--- src/rtl/seq_divider16_pkg.sv ---
// Shared types and constants for the iterative restoring divider.
package seq_divider16_pkg;

    parameter int unsigned DefW = 16;

    typedef enum logic [1:0] {
        StIdle = 2'd0,
        StCalc = 2'd1,
        StDone = 2'd2
    } state_e;

    function automatic int unsigned cnt_width(input int unsigned w);
        return (w > 1) ? $clog2(w) : 1;
    endfunction

endpackage

--- src/rtl/seq_divider16_div_step.sv ---
// One restoring-division step: trial subtract via a ripple two's-complement add,
// the adder carry-out doubling as the R >= divisor test.
module seq_divider16_div_step
    import seq_divider16_pkg::*;
#(
    parameter int unsigned W = DefW
) (
    input  logic [W:0]   r_in,
    input  logic [W-1:0] divisor,
    output logic [W-1:0] r_out,
    output logic         q_bit
);

    logic [W:0]   w_b;
    logic [W+1:0] w_c;
    logic [W-1:0] w_diff;

    always_comb begin
        w_b    = ~{1'b0, divisor};
        w_c    = '0;
        w_c[0] = 1'b1;
        for (int i = 0; i <= W; i++) begin
            w_c[i+1] = (r_in[i] & w_b[i]) | (w_c[i] & (r_in[i] ^ w_b[i]));
        end
        w_diff = '0;
        for (int i = 0; i < W; i++) begin
            w_diff[i] = r_in[i] ^ w_b[i] ^ w_c[i];
        end
    end

    // Either way the new remainder is below the divisor, so W bits always hold it.
    assign q_bit = w_c[W+1];
    assign r_out = q_bit ? w_diff : r_in[W-1:0];

endmodule

--- src/rtl/seq_divider16.sv ---
// Iterative restoring divider: 2W-bit dividend by W-bit divisor, one quotient bit
// per cycle, valid/ready handshakes on both sides and registered outputs.
module seq_divider16
    import seq_divider16_pkg::*;
#(
    parameter int unsigned W = DefW
) (
    input  logic           clk,
    input  logic           rst_n,
    input  logic           in_valid,
    output logic           in_ready,
    input  logic [2*W-1:0] dividend,
    input  logic [W-1:0]   divisor,
    output logic           out_valid,
    input  logic           out_ready,
    output logic [W-1:0]   quotient,
    output logic [W-1:0]   remainder,
    output logic           div_by_zero,
    output logic           overflow
);

    localparam int unsigned CntW = cnt_width(W);
    localparam logic [CntW-1:0] LastCnt = CntW'(W - 1);

    state_e          r_state;
    logic [CntW-1:0] r_count;
    logic [W-1:0]    r_rem;
    logic [W-1:0]    r_shift;
    logic [W-1:0]    r_divisor;

    logic [W:0]      w_r_in;
    logic [W-1:0]    w_r_out;
    logic            w_q_bit;
    logic            w_div_zero;
    logic            w_high_ge;

    assign w_r_in     = {r_rem, r_shift[W-1]};
    assign w_div_zero = (divisor == '0);
    assign w_high_ge  = (dividend[2*W-1:W] >= divisor);

    seq_divider16_div_step #(
        .W (W)
    ) u_step (
        .r_in    (w_r_in),
        .divisor (r_divisor),
        .r_out   (w_r_out),
        .q_bit   (w_q_bit)
    );

    always_ff @(posedge clk or negedge rst_n) begin
        if (!rst_n) begin
            r_state     <= StIdle;
            r_count     <= '0;
            r_rem       <= '0;
            r_shift     <= '0;
            r_divisor   <= '0;
            in_ready    <= 1'b1;
            out_valid   <= 1'b0;
            quotient    <= '0;
            remainder   <= '0;
            div_by_zero <= 1'b0;
            overflow    <= 1'b0;
        end else begin
            unique case (r_state)
                StIdle: begin
                    if (in_valid) begin
                        in_ready <= 1'b0;
                        if (w_div_zero) begin
                            div_by_zero <= 1'b1;
                            overflow    <= 1'b0;
                            quotient    <= '1;
                            remainder   <= '0;
                            r_state     <= StDone;
                        end else if (w_high_ge) begin
                            div_by_zero <= 1'b0;
                            overflow    <= 1'b1;
                            quotient    <= '1;
                            remainder   <= '0;
                            r_state     <= StDone;
                        end else begin
                            r_rem     <= dividend[2*W-1:W];
                            r_shift   <= dividend[W-1:0];
                            r_divisor <= divisor;
                            r_count   <= '0;
                            r_state   <= StCalc;
                        end
                    end
                end
                StCalc: begin
                    // Dividend bits leave the top of r_shift as quotient bits enter the bottom.
                    r_rem   <= w_r_out;
                    r_shift <= {r_shift[W-2:0], w_q_bit};
                    r_count <= r_count + 1'b1;
                    if (r_count == LastCnt) begin
                        quotient    <= {r_shift[W-2:0], w_q_bit};
                        remainder   <= w_r_out;
                        div_by_zero <= 1'b0;
                        overflow    <= 1'b0;
                        r_state     <= StDone;
                    end
                end
                StDone: begin
                    if (!out_valid) begin
                        out_valid <= 1'b1;
                    end else if (out_ready) begin
                        out_valid <= 1'b0;
                        in_ready  <= 1'b1;
                        r_state   <= StIdle;
                    end
                end
                default: begin
                    r_state <= StIdle;
                end
            endcase
        end
    end

endmodule
--- config.mk ---
export PLATFORM = sky130hd
export DESIGN_NAME = seq_divider16
export DESIGN_NICKNAME = d
export VERILOG_FILES = /design/src/rtl/seq_divider16_pkg.sv /design/src/rtl/seq_divider16_div_step.sv /design/src/rtl/seq_divider16.sv
export SDC_FILE = /design/constraint.sdc
export NUM_CORES = 1
export LEC_CHECK = 0
export CAP_MARGIN = 40
export CORE_MARGIN = 4
export CORE_UTILIZATION = 49
export CTS_BUF_LIST = sky130_fd_sc_hd__clkbuf_8
export DETAILED_ROUTE_END_ITERATION = 16
export GPL_TIMING_DRIVEN = 0
export PLACE_DENSITY = 0.85
export SLEW_MARGIN = 10
export SYNTH_ARGS = -nofsm -noshare
export SYNTH_HDL_FRONTEND = slang
export SYNTH_HIERARCHICAL = 1
export SYNTH_SLANG_ARGS = --single-unit
--- constraint.sdc ---
create_clock -name clk -period 7.5 [get_ports clk]
set_input_delay 1.5 -clock clk [delete_from_list [all_inputs] [get_ports clk]]
set_output_delay 1.5 -clock clk [all_outputs]
set_load 0.05 [all_outputs]
Word-level counts from Yosys, hierarchy flattened
Cells that the tools add are included.

Word-level logic and storage cells: 163. Output and inout bits: 36. Input port bits: 52. Register bits: 90.

Reduce and logical (&&, ||, !) cells: 9. Bitwise gates (word level): 86. $lt $le $gt $ge: 1. Equal/unequal tests: 10. Add/subtract/negate cells: 1. Muxes and demuxes: 45.

Operators by type and width (number): 2-to-1 mux 16 bit (15); case mux 16 bit (2 select lines) (4); AND 1 bit (33); bitwise XOR 1 bit (32); AND reduction 4 bit (5); inverter 16 -> 17 bit (1); OR 1 bit (17); >= comparator 16 bit (1); logical NOT 16 bit (1); 2-to-1 mux 1 bit (12); 2-to-1 mux 2 bit (6); 2-to-1 mux 4 bit (3); != test 2 bit (second input constant) (6); case mux 4 bit (2 select lines) (1); case mux 1 bit (2 select lines) (3); case mux 2 bit (3 select lines) (1); adder 4 x 1 -> 4 bit (second input constant) (1); equality test 4 bit (second input constant) (1); nonzero test 2 bit (2); != test 3 bit (second input constant) (1); inverter 1 bit (3); equality test 2 x 1 -> 1 bit (second input constant) (1); equality test 2 bit (second input constant) (1); logical NOT 2 bit (1).

Logic depth before layout (Yosys ltp)
Gate-level depths: netlist (run 1).

Word-level depth: 38. Gate-level depth with buffers: 27. Mapped depth without buffers: 25.

Hierarchy
The synthesis (run 1) kept the hierarchy.

By module, submodules not included: seq_divider16 (cells an instance 391, area an instance 4276.6 um^2, seq. area each 2253.4 um^2, instances 1); seq_divider16_div_step (cells an instance 70, area an instance 624.3 um^2, seq. area each 0.0 um^2, instances 1).

Worst setup path before layout (run 1)
No wires, ideal clock.

Kind: register -> register. Start point: register r_divisor[0]. End point: register r_rem[13]. Path slack: 0.498 ns. Data arrival time: 6.877 ns. Period minus slack after synthesis: 7.002 ns. Path buffers: 1. Stages on the path, launching flop included: 26. Setup time: 0.125 ns. Path through: dfrtp_1 -> ha_1 -> fa_1 -> fa_1 -> fa_1 -> fa_1 -> fa_1 -> fa_1 -> fa_1 -> fa_1 -> fa_1 -> fa_1 -> fa_1 -> fa_1 -> inv_1 -> fa_1 -> inv_1 -> fa_1 -> inv_1 -> fa_1 -> or2_1 -> buf_6 -> mux2_4 -> nand2_1 -> nand2_1 -> mux2_4.

Word-level cells in the longest chain between the ends: 37.

Ends and longest elaborated chain: start: declaration (line seq_divider16.sv:29) `logic [W-1:0] r_divisor;`; start signal: assignment (line seq_divider16.sv:83) `r_divisor <= divisor;`; inverter 16 -> 17 bit * (line seq_divider16_div_step.sv:19) `w_b = ~{1'b0, divisor};`; AND 1 bit or bitwise XOR 1 bit (tied branches) (line seq_divider16_div_step.sv:23) `w_c[i+1] = (r_in[i] & w_b[i]) | (w_c[i] & (r_in[i] ^ w_b[i]));`; OR 1 bit * (line seq_divider16_div_step.sv:23); AND 1 bit * (line seq_divider16_div_step.sv:23); OR 1 bit * (line seq_divider16_div_step.sv:23); AND 1 bit * (line seq_divider16_div_step.sv:23); OR 1 bit * (line seq_divider16_div_step.sv:23); AND 1 bit * (line seq_divider16_div_step.sv:23); [... 22 more ...]; OR 1 bit (line seq_divider16_div_step.sv:23); AND 1 bit (line seq_divider16_div_step.sv:23); OR 1 bit (line seq_divider16_div_step.sv:23); AND 1 bit (line seq_divider16_div_step.sv:23); OR 1 bit (line seq_divider16_div_step.sv:23); 2-to-1 mux 16 bit * (line seq_divider16_div_step.sv:33) `assign r_out = q_bit ? w_diff : r_in[W-1:0];`; via w_r_out[13] (line seq_divider16.sv:32) `logic [W-1:0] w_r_out;`; case mux 16 bit (2 select lines) * (line seq_divider16.sv:64) `unique case (r_state)`; end signal: assignment (line seq_divider16.sv:81) `r_rem <= dividend[2*W-1:W];`; end signal: assignment (line seq_divider16.sv:91) `r_rem <= w_r_out;`; end: declaration (line seq_divider16.sv:27) `logic [W-1:0] r_rem;`.

The timed path passes the listed nets; every way through them passes the cells marked *. A chain may end at the register's enable or synchronous reset.

Worst setup path in the final report (run 1)
Start point: register r_divisor[0]. End point: register r_rem[15].

Word-level cells in the longest chain between the ends: 37.

Ends and longest elaborated chain (line): inverter 16 -> 17 bit * (seq_divider16_div_step.sv:19); AND 1 bit or bitwise XOR 1 bit (tied branches) (seq_divider16_div_step.sv:23); OR 1 bit * (seq_divider16_div_step.sv:23); AND 1 bit * (seq_divider16_div_step.sv:23); OR 1 bit * (seq_divider16_div_step.sv:23); AND 1 bit * (seq_divider16_div_step.sv:23); OR 1 bit * (seq_divider16_div_step.sv:23); AND 1 bit * (seq_divider16_div_step.sv:23); [... 22 more ...]; OR 1 bit * (seq_divider16_div_step.sv:23); AND 1 bit (seq_divider16_div_step.sv:23); OR 1 bit (seq_divider16_div_step.sv:23); AND 1 bit (seq_divider16_div_step.sv:23); OR 1 bit (seq_divider16_div_step.sv:23); 2-to-1 mux 16 bit * (seq_divider16_div_step.sv:33); via w_r_out[15] (seq_divider16.sv:32); case mux 16 bit (2 select lines) * (seq_divider16.sv:64).

Marks and branches as above.

==> metrics, run 1 <==
Max Slew Vio Count=0; Worst EP arrival=between 7 and 8 ns; Static Leak=2.74 nW; fmax=around 0.14 GHz; initial core utilization=0.501; Rows=36; final worst-path cycle share=0.972; Die X-Extent=108 um; Buf/Inv on CP=4; final instance area=around 6200 um2; Netlist Area Pre-Place=between 4000 and 5000 um2; layout cells sized above 1=0.122; vias in the first global route=around 4.2k; Reg2Reg Depth=25; Ys Warns=6; hold_buf cts=0; Final GP Congestion=just under 1; antenna cell count=0; Max-cap violations=0; Worst VDD drop=about 0.22 mV; Sink Count=90; Synth async-reset ratio=1.00; synthesized flop and latch total=90; Placed Area=between 5000 and 6000 um2; num ports=88; dpl hpwl=slightly below 10000 um; TritonRoute pass-1 iters=5; Pwr Density=463 nW/um2; CTS buffer count=9; status=finished clean; Slew headroom=0.423; starting DRC count in detailed routing=322; Via Count=4036; Avg Cell Area, Syn=~11 um2; ys flop type=dfrtp_1; CP most frequent cell=fa_1; clk root buf=clkbuf_8; Tmin final=7.29 ns; CTS tree=done; most common cell after layout, fill and taps aside=dfrtp_1; Netlist cell types=42; HP Class=reg2reg; Critical Path RT=~7.8 ns; nets=~650; die area=about 12000 um2; CP max FO=8; H-tree lvl count=3; WL final=13200 um; CP max-delay cell=fa_1; Worst Skew=about 0.016 ns; first-pass GRT wire length=21100 um; critical path class=reg2reg; Synth Net Count=between 500 and 600; most frequent cells in the layout=dfrtp_1, clkdlybuf4s50_1, o21ai_0; Die Ht=roughly 110 um; Min-Delay Path Depth=1; largest net degree at the start of global routing=60; Finish-stage setup viols=0; RSZ-0062 raised after global routing=no; Core Region=between 9000 and 10000 um2; type of origin of the critical path=flip-flop; Via density=5.77; Area Overhead vs Synth=27.2%; grt total ovfl=0; Hold Path Sink=r_count[3]$_DFFE_PN0P_; Crit path max-delay family=adder cells; initial antenna violation count=0; Pwr Total=just under 3 mW; FF-to-FF End=r_rem[15]$_DFFE_PN0P_; number of synthesized flops with an enable pin=0; Post-Syn Instances=roughly 460; CP peak stage delay=0.42 ns; Worst Max-Slew Pin Slew=just under 0.9 ns; hold_sp=r_count[3]$_DFFE_PN0P_; total track usage=0.236; final hold violation count=0; WL/cell=18.8 um; clk buf depth=2; Final ANT Viol Nets=0; Worst R2R Start=r_divisor[0]$_DFFE_PN0P_; clock-pin slew on the worst setup and hold paths=about 0.10 ns; Setup crit end kind=flip-flop; Post-route DRC=0; Clock Latency Late Sink=about 0.37 ns; input/output buffers=87; Setup crit start=r_divisor[0]$_DFFE_PN0P_; Seq/Total Area, Yosys=0.460; FF-to-FF setup slack=about 0.21 ns
## kinds of logic after synthesis
| family | after synthesis | share of synthesized area |
|---|---|---|
| and+or+nand+nor | 102 | 0.0929 |
| buffers and inverters | 64 | 0.0595 |
| DFF | 90 | 0.460 |
| adders and majority gates | 33 | 0.107 |
| AOI/OAI and AO/OA | 137 | 0.192 |
| muxes | 35 | 0.0888 |
## metal layers
layer	part of all wire	track usage	vias to the layer above	routed length, um
li1	-	-	1836	-
met1	0.40	0.301	1992	5320
met2	0.50	0.393	164	6570
met3	0.058	0.0328	44	763
met4	0.039	0.121	0	517
met5	0	0	-	0
## final cells by class
cell class,instances,area (um2)
Timing Repair Buffer,91,918
Clock inverter,6,93.8
Tap cell,133,166
Buffer,26,158
Multi-Input combinational cell,307,2370
Inverter,37,139
Fill cell,733,3540
Sequential cell,90,2250
Clock buffer,10,138
## state kept, by name (all words and copies together) (netlist names)
name,count
div_by_zero,1
r_divisor,16
quotient,16
r_state,2
in_ready,1
r_rem,16
remainder,16
r_count,4
r_shift,16
overflow,1
out_valid,1
## power by group
group / switching [mW] / leakage (nW) / internal (mW)
registers: 0.156 / 1.08 / 0.688
clock network: 0.184 / 0.114 / 0.200
logic: 0.964 / 1.54 / 0.692
## cells in the mapped netlist, types with 2 or more instances
cell type  count  area [um2]
a21oi_2        9        78.8
o31ai_1        2        15.0
nand2b_1       2        12.5
buf_6          4        45.0
mux2i_1       15         150
nor2_1         5        18.8
inv_1         37         139
nor2b_1        2        12.5
or2_1          3        18.8
mux2_4        16         240
nand4_1        2        12.5
a21oi_1       10        50.1
o21ai_0       70         350
nand2_1       62         233
fa_1          15         300
dfrtp_1       89        2230
a32o_1        18         180
o22a_1        16         140
clkbuf_1      18        67.6
nor3_1        16        80.1
nor4_1         4        25.0
a21o_1         2        15.0
ha_1          18         225
buf_2          4        20.0
nand3_1        2        10.0
mux2_2         4        45.0
## worst reg2reg max path, stage by stage (launching register included)
cell and delay, ns:
dfrtp_1 0.39, ha_1 0.21, fa_1 0.39, fa_1 0.42, fa_1 0.40, fa_1 0.39, fa_1 0.40, fa_2 0.37
fa_2 0.36, fa_2 0.35, fa_1 0.39, fa_1 0.40, fa_2 0.36, fa_1 0.38, inv_1 0.08, fa_1 0.16
inv_1 0.06, fa_1 0.36, inv_1 0.10, fa_2 0.22, or2_1 0.13, buf_6 0.16, mux2_4 0.33, nand2_1 0.06
nand2_1 0.05, mux2_2 0.26
## how the worst max path moves through the flow
| stage | cells after the start | slack [ns] | endpoint |
|---|---|---|---|
| 6_report | 25 | 0.21 | r_rem[15]$_DFFE_PN0P_ |
| 5_1_grt | 26 | 0.01 | r_rem[8]$_DFFE_PN0P_ |
| 3_5_place_dp | 26 | -0.05 | r_rem[0]$_DFFE_PN0P_ |
| 4_1_cts | 27 | 0.04 | r_rem[6]$_DFFE_PN0P_ |
| 2_1_floorplan | 25 | 0.50 | r_rem[13]$_DFFE_PN0P_ |
| 3_3_place_gp | 27 | 0.11 | r_rem[6]$_DFFE_PN0P_ |
## what timing repair did
action                     4_1_cts  5_1_grt
cloned                           0        0
gates resized for setup          3        5
setup endpoints to repair       15       31
buffers inserted                 2        1
pin swaps                        1        0
## through the flow
stage / TNS, ns / std cells / hold slack [ns] / util / worst slack, ns
floorplan: 0 / 461 / 0.446 / - / 0.498
global placement: 0 / 681 / 0.466 / 0.608 / 0.114
detailed placement: -0.362 / 682 / 0.482 / 0.610 / -0.0519
CTS: 0 / 700 / 0.499 / 0.636 / 0.0355
finish: 0 / 700 / 0.500 / 0.638 / 0.212
global route: 0 / 700 / 0.521 / 0.638 / 0.0144
(Power assumes the default switching activity.)
==> run 2: changes to the inputs <==
--- a/config.mk
+++ b/config.mk
@@ -7,11 +7,11 @@
 export LEC_CHECK = 0
 export CAP_MARGIN = 40
 export CORE_MARGIN = 4
-export CORE_UTILIZATION = 49
+export CORE_UTILIZATION = 35
 export CTS_BUF_LIST = sky130_fd_sc_hd__clkbuf_8
 export DETAILED_ROUTE_END_ITERATION = 16
 export GPL_TIMING_DRIVEN = 0
-export PLACE_DENSITY = 0.85
+export PLACE_DENSITY = 0.66
 export SLEW_MARGIN = 10
 export SYNTH_ARGS = -nofsm -noshare
 export SYNTH_HDL_FRONTEND = slang
==> run 2 against run 1 <==
Compared with the run above: worst setup slack better by 0.0040 ns; fmax hardly changed; first-iteration DRC count is 9.3% lower; utilization is 17 points lower; sequential share of layout area hardly changed; wire length is 2.4% higher; design area hardly changed; global-route usage is 6.7 points lower; sequential power hardly changed; largest power group unchanged.
==> metrics, run 2 (synthesis results as in run 1) <==
status=finished clean (unchanged); largest net degree at the start of global routing=58 (was 60); Finish-stage setup viols=0 (unchanged); total track usage=0.169 (was 0.236); Final GP Congestion=0.842 (was 0.983); most frequent cells in the layout=dfrtp_1, clkdlybuf4s50_1, o21ai_0 (unchanged); Rows=42 (was 36); fin util=0.463 (was 0.638); FF-to-FF End=r_rem[13]$_DFFE_PN0P_ (was r_rem[15]$_DFFE_PN0P_); Max Slew Vio Count=0 (unchanged); CTS buffer count=9 (unchanged); hold_sp=r_count[3]$_DFFE_PN0P_ (unchanged); WL/cell=18.1 um (was 18.8 um); antenna cell count=0 (unchanged); clk root buf=clkbuf_8 (unchanged); setup TNS=0 ns (unchanged); CTS tree=done (unchanged); CP max FO=6 (was 8); WL final=13500 um (was 13200 um); fmax=0.137 GHz (about the same); grt total ovfl=0 (unchanged); Die Ht=126 um (was 108 um); RSZ-0062 raised after global routing=no (unchanged); Worst Max-Slew Pin Slew=0.897 ns (was 0.865 ns); Setup crit end kind=flip-flop (unchanged); Worst VDD drop=0.218 mV (was 0.221 mV); layout cells sized above 1=0.121 (was 0.122); final hold violation count=0 (unchanged); Via density=5.36 (was 5.77); Setup WS post-layout=0.216 ns (was 0.212 ns); Min-Delay Path Depth=1 (unchanged); Via Count=3989 (was 4036); Static Leak=2.72 nW (was 2.74 nW); Core Region=13500 um2 (was 9770 um2); type of origin of the critical path=flip-flop (unchanged); initial antenna violation count=0 (unchanged); dpl ws=-0.0216 ns (was -0.0519 ns); Worst R2R Start=r_shift[15]$_DFFE_PN0P_ (was r_divisor[0]$_DFFE_PN0P_); Slew headroom=0.402 (was 0.423); starting DRC count in detailed routing=292 (was 322); nets=648 (was 647); Post-route DRC=0 (unchanged); TritonRoute pass-1 iters=4 (was 5); final worst-path cycle share=0.971 (was 0.972); num ports=88 (unchanged); critical path class=reg2reg (unchanged); clk buf depth=2 (unchanged); Max-cap violations=0 (unchanged); Critical Path RT=7.77 ns (was 7.76 ns); Reg2Reg Depth=26 (was 25); die area=16000 um2 (was 11700 um2); Tmin final=7.28 ns (was 7.29 ns); most common cell after layout, fill and taps aside=dfrtp_1 (unchanged); Hold Path Sink=r_count[3]$_DFFE_PN0P_ (unchanged); initial core utilization=0.364 (was 0.501); Sink Count=90 (unchanged); FF-to-FF setup slack=0.22 ns (was 0.21 ns); H-tree lvl count=3 (unchanged); Die X-Extent=126 um (was 108 um); Finished Layout Cells=744 (was 700); Clock Latency Late Sink=0.37 ns (about the same); first-pass GRT wire length=21500 um (was 21100 um); Area Overhead vs Synth=27.2% (about the same); clock-pin slew on the worst setup and hold paths=0.10 ns (about the same); Worst EP arrival=7.55 ns (about the same); dpl hpwl=10100 um (was 9850 um); Placed Instances=725 (was 682); Pwr Density=451 nW/um2 (was 463 nW/um2); Final ANT Viol Nets=0 (unchanged); Worst Skew=0.0176 ns (was 0.0158 ns); HP Class=reg2reg (unchanged); input/output buffers=87 (unchanged); vias in the first global route=4124 (was 4162)
==> run 2: per-layer routing <==
metal,wire length [um],track usage,part of all wire
met3,625,0.0298,0.046
met5,0,0,0
met4,290,0.0599,0.021
met2,6440,0.267,0.48
met1,6140,0.235,0.45
==> run 2: stage by stage <==
stage	instance area, um2	power [mW]	hold WS, ns
2_1_floorplan	4900	1.97	0.446
3_3_place_gp	5990	2.40	0.469
3_5_place_dp	6010	2.44	0.473
4_1_cts	6190	2.76	0.491
5_1_grt	6230	3.00	0.516
6_report	6230	2.81	0.501
==> run 2: critical path, cell delays in order (launching register included) <==
cell,delay (ns)
dfrtp_1,0.40
inv_1,0.06
ha_1,0.18
fa_2,0.35
fa_2,0.35
fa_1,0.39
fa_2,0.35
fa_1,0.39
fa_2,0.37
fa_1,0.39
fa_1,0.40
fa_1,0.39
fa_1,0.40
fa_1,0.40
fa_1,0.37
inv_1,0.07
fa_1,0.16
inv_1,0.06
fa_1,0.36
inv_1,0.09
fa_2,0.28
or2_1,0.14
buf_6,0.15
mux2_4,0.31
nand2_1,0.06
nand2_1,0.05
mux2_4,0.26
==> run 2: how the worst max path moves through the flow <==
stage	slack, ns	startpoint	endpoint
2_1_floorplan	0.50	r_divisor[0]$_DFFE_PN0P_	r_rem[13]$_DFFE_PN0P_
6_report	0.22	r_shift[15]$_DFFE_PN0P_	r_rem[13]$_DFFE_PN0P_
5_1_grt	0.03	r_shift[15]$_DFFE_PN0P_	r_rem[13]$_DFFE_PN0P_
3_5_place_dp	-0.02	r_shift[15]$_DFFE_PN0P_	r_rem[4]$_DFFE_PN0P_
4_1_cts	0.01	r_shift[15]$_DFFE_PN0P_	r_rem[10]$_DFFE_PN0P_
3_3_place_gp	0.1	r_shift[15]$_DFFE_PN0P_	r_rem[4]$_DFFE_PN0P_
==> run 2: power by group <==
| part | internal (mW) | switching (mW) | total, mW | leakage [nW] |
|---|---|---|---|---|
| sequential | 0.689 | 0.159 | 0.847 | 1.08 |
| combinational | 0.693 | 0.957 | 1.65 | 1.54 |
| clock | 0.123 | 0.188 | 0.311 | 0.0929 |
| total | 1.50 | 1.30 | 2.81 | 2.72 |
==> run 2: final cells by class <==
type	count	area, um2
buffer	27	163
clock buffer	9	124
clock inverter	7	53.8
fill	1277	7220
inverter	37	139
multi-input combinational	307	2370
sequential	90	2250
tap	176	220
timing repair buffer	91	911
==> run 2: timing repair <==
action / in CTS / in global routing
pin swaps: 0 / 1
endpoints found under the setup margin: 1 / 29
gates resized for setup: 1 / 7
hold buffers: 0 / 0
setup buffers: 0 / 3
==> run 3: changes to the inputs <==
--- a/config.mk
+++ b/config.mk
@@ -6,7 +6,7 @@
 export NUM_CORES = 1
 export LEC_CHECK = 0
 export CAP_MARGIN = 40
-export CORE_MARGIN = 4
+export CORE_MARGIN = 2
 export CORE_UTILIZATION = 35
 export CTS_BUF_LIST = sky130_fd_sc_hd__clkbuf_8
 export DETAILED_ROUTE_END_ITERATION = 16
==> run 3 against run 2 <==
Compared with the run above: non-clock buffer count fell by 1; clock skew barely moved; sequential power barely moved; final cell count rose by 0.40%; clock power rose by 10%; critical endpoint unchanged; largest power group unchanged.
==> metrics, run 3 (synthesis results as in run 1) <==
Worst Max-Slew Pin Slew=0.859 ns (was 0.897 ns); Final GP Congestion=0.884 (was 0.842); fmax=0.137 GHz (about the same); Die X-Extent=122 um (was 126 um); layout cells sized above 1=0.123 (was 0.121); Rows=43 (was 42); grt total ovfl=0 (unchanged); nets=647 (was 648); Post-route DRC=0 (unchanged); die area=15000 um2 (was 16000 um2); WL/cell=17.5 um (was 18.1 um); critical path class=reg2reg (unchanged); Worst R2R Start=r_shift[15]$_DFFE_PN0P_ (unchanged); Worst VDD drop=0.211 mV (was 0.218 mV); hold_sp=remainder[7]$_DFFE_PN0P_ (was r_count[3]$_DFFE_PN0P_); Reg2Reg Depth=26 (unchanged); vias in the first global route=4034 (was 4124); Final ANT Viol Nets=0 (unchanged); H-tree lvl count=3 (unchanged); FF-to-FF setup slack=0.22 ns (about the same); WL final=13100 um (was 13500 um); Buf/Inv on CP=5 (unchanged); final worst-path cycle share=0.971 (about the same); Tmin final=7.28 ns (about the same); dpl hpwl=9760 um (was 10100 um); CP max-delay cell=fa_1 (was dfrtp_1); Worst Skew=0.0172 ns (was 0.0176 ns); CP peak stage delay=0.41 ns (was 0.40 ns); Area Overhead vs Synth=27.8% (was 27.2%); HP Class=reg2reg (unchanged); TritonRoute pass-1 iters=4 (unchanged); Placed Area=6020 um2 (was 6010 um2); total track usage=0.183 (was 0.169); most frequent cells in the layout=dfrtp_1, clkdlybuf4s50_1, o21ai_0 (unchanged); Via density=5.19 (was 5.36); largest net degree at the start of global routing=60 (was 58); Slew headroom=0.427 (was 0.402); type of origin of the critical path=flip-flop (unchanged); Critical Path RT=7.76 ns (was 7.77 ns); CP most frequent cell=fa_1 (unchanged); Die Ht=122 um (was 126 um); dpl ws=-0.0335 ns (was -0.0216 ns); Static Leak=2.72 nW (about the same); Setup crit end kind=flip-flop (unchanged); CTS tree=done (unchanged); input/output buffers=87 (unchanged); num ports=88 (unchanged); Placed Instances=729 (was 725); Min-Delay Path Depth=1 (unchanged); Finish-stage setup viols=0 (unchanged); clock-pin slew on the worst setup and hold paths=0.09 ns (was 0.10 ns); CTS buffer count=9 (unchanged); first-pass GRT wire length=20900 um (was 21500 um); final instance area=6260 um2 (was 6230 um2); CP max FO=8 (was 6); status=finished clean (unchanged); Via Count=3875 (was 3989); Clock Latency Late Sink=0.37 ns (about the same); Finished Layout Cells=747 (was 744); Setup WS post-layout=0.220 ns (was 0.216 ns); starting DRC count in detailed routing=174 (was 292); clk root buf=clkbuf_8 (unchanged); initial core utilization=0.356 (was 0.364); Worst EP arrival=7.54 ns (was 7.55 ns); setup TNS=0 ns (unchanged); Hold Path Sink=remainder[7]$_DFFE_PN0P_ (was r_count[3]$_DFFE_PN0P_); Max Slew Vio Count=0 (unchanged); Pwr Total=2.83 mW (was 2.81 mW); final hold violation count=0 (unchanged); initial antenna violation count=0 (unchanged); Core Region=13800 um2 (was 13500 um2); most common cell after layout, fill and taps aside=dfrtp_1 (unchanged); RSZ-0062 raised after global routing=no (unchanged); Crit path max-delay family=adder cells (unchanged); Pwr Density=451 nW/um2 (about the same); clk buf depth=2 (unchanged); FF-to-FF End=r_rem[13]$_DFFE_PN0P_ (unchanged); Sink Count=90 (unchanged); Max-cap violations=0 (unchanged); antenna cell count=0 (unchanged)
## run 3: changes by cell type in the layout (fill, tap and decap cells not counted), sizes merged
cell	delta
buf	-1
clkinvlp	+1
bufinv	+1
clkinv	-1
clkbuf	+1
inv	-2
## run 3: what timing repair did
action / CTS / global route
gates resized for setup: 2 / 7
pin swaps: 0 / 1
setup buffers: 0 / 2
hold endpoints to repair: 0 / 0
endpoints found under the setup margin: 15 / 32
hold buffers: 0 / 0
## run 3: final cells by class
class	count	area (um2)
Sequential cell	90	2250
Clock buffer	10	138
Fill cell	1346	7510
Clock inverter	6	63.8
Buffer	27	163
Inverter	37	139
Timing Repair Buffer	90	911
Multi-Input combinational cell	307	2370
Tap cell	180	225
## run 3: power breakdown
group          switching (mW)  internal [mW]
Clock                   0.180          0.163
Sequential              0.156          0.689
Combinational           0.946          0.694
Total                    1.28           1.55
## run 3: metrics by stage
step	util	hold WS [ns]
floorplan	-	0.446
global placement	0.435	0.462
detailed placement	0.437	0.482
CTS	0.452	0.500
global route	0.455	0.520
finish	0.455	0.494
## run 3: how the worst max path moves through the flow
stage                              from                    end  slack (ns)  cells past startpoint
2_1_floorplan  r_divisor[0]$_DFFE_PN0P_  r_rem[13]$_DFFE_PN0P_        0.50                     25
5_1_grt         r_shift[15]$_DFFE_PN0P_  r_rem[13]$_DFFE_PN0P_       0.003                     26
3_3_place_gp    r_shift[15]$_DFFE_PN0P_   r_rem[4]$_DFFE_PN0P_        0.02                     26
4_1_cts         r_shift[15]$_DFFE_PN0P_   r_rem[7]$_DFFE_PN0P_       0.004                     27
6_report        r_shift[15]$_DFFE_PN0P_  r_rem[13]$_DFFE_PN0P_        0.22                     26
3_5_place_dp    r_shift[15]$_DFFE_PN0P_   r_rem[0]$_DFFE_PN0P_       -0.03                     26
## run 3: per-layer routing
layer	part of all wire	GRT usage	vias to the layer above
met4	0.021	0.0726	0
met2	0.48	0.304	98
met1	0.44	0.241	1915
met5	0	0	-
met3	0.057	0.0251	21
li1	-	-	1841
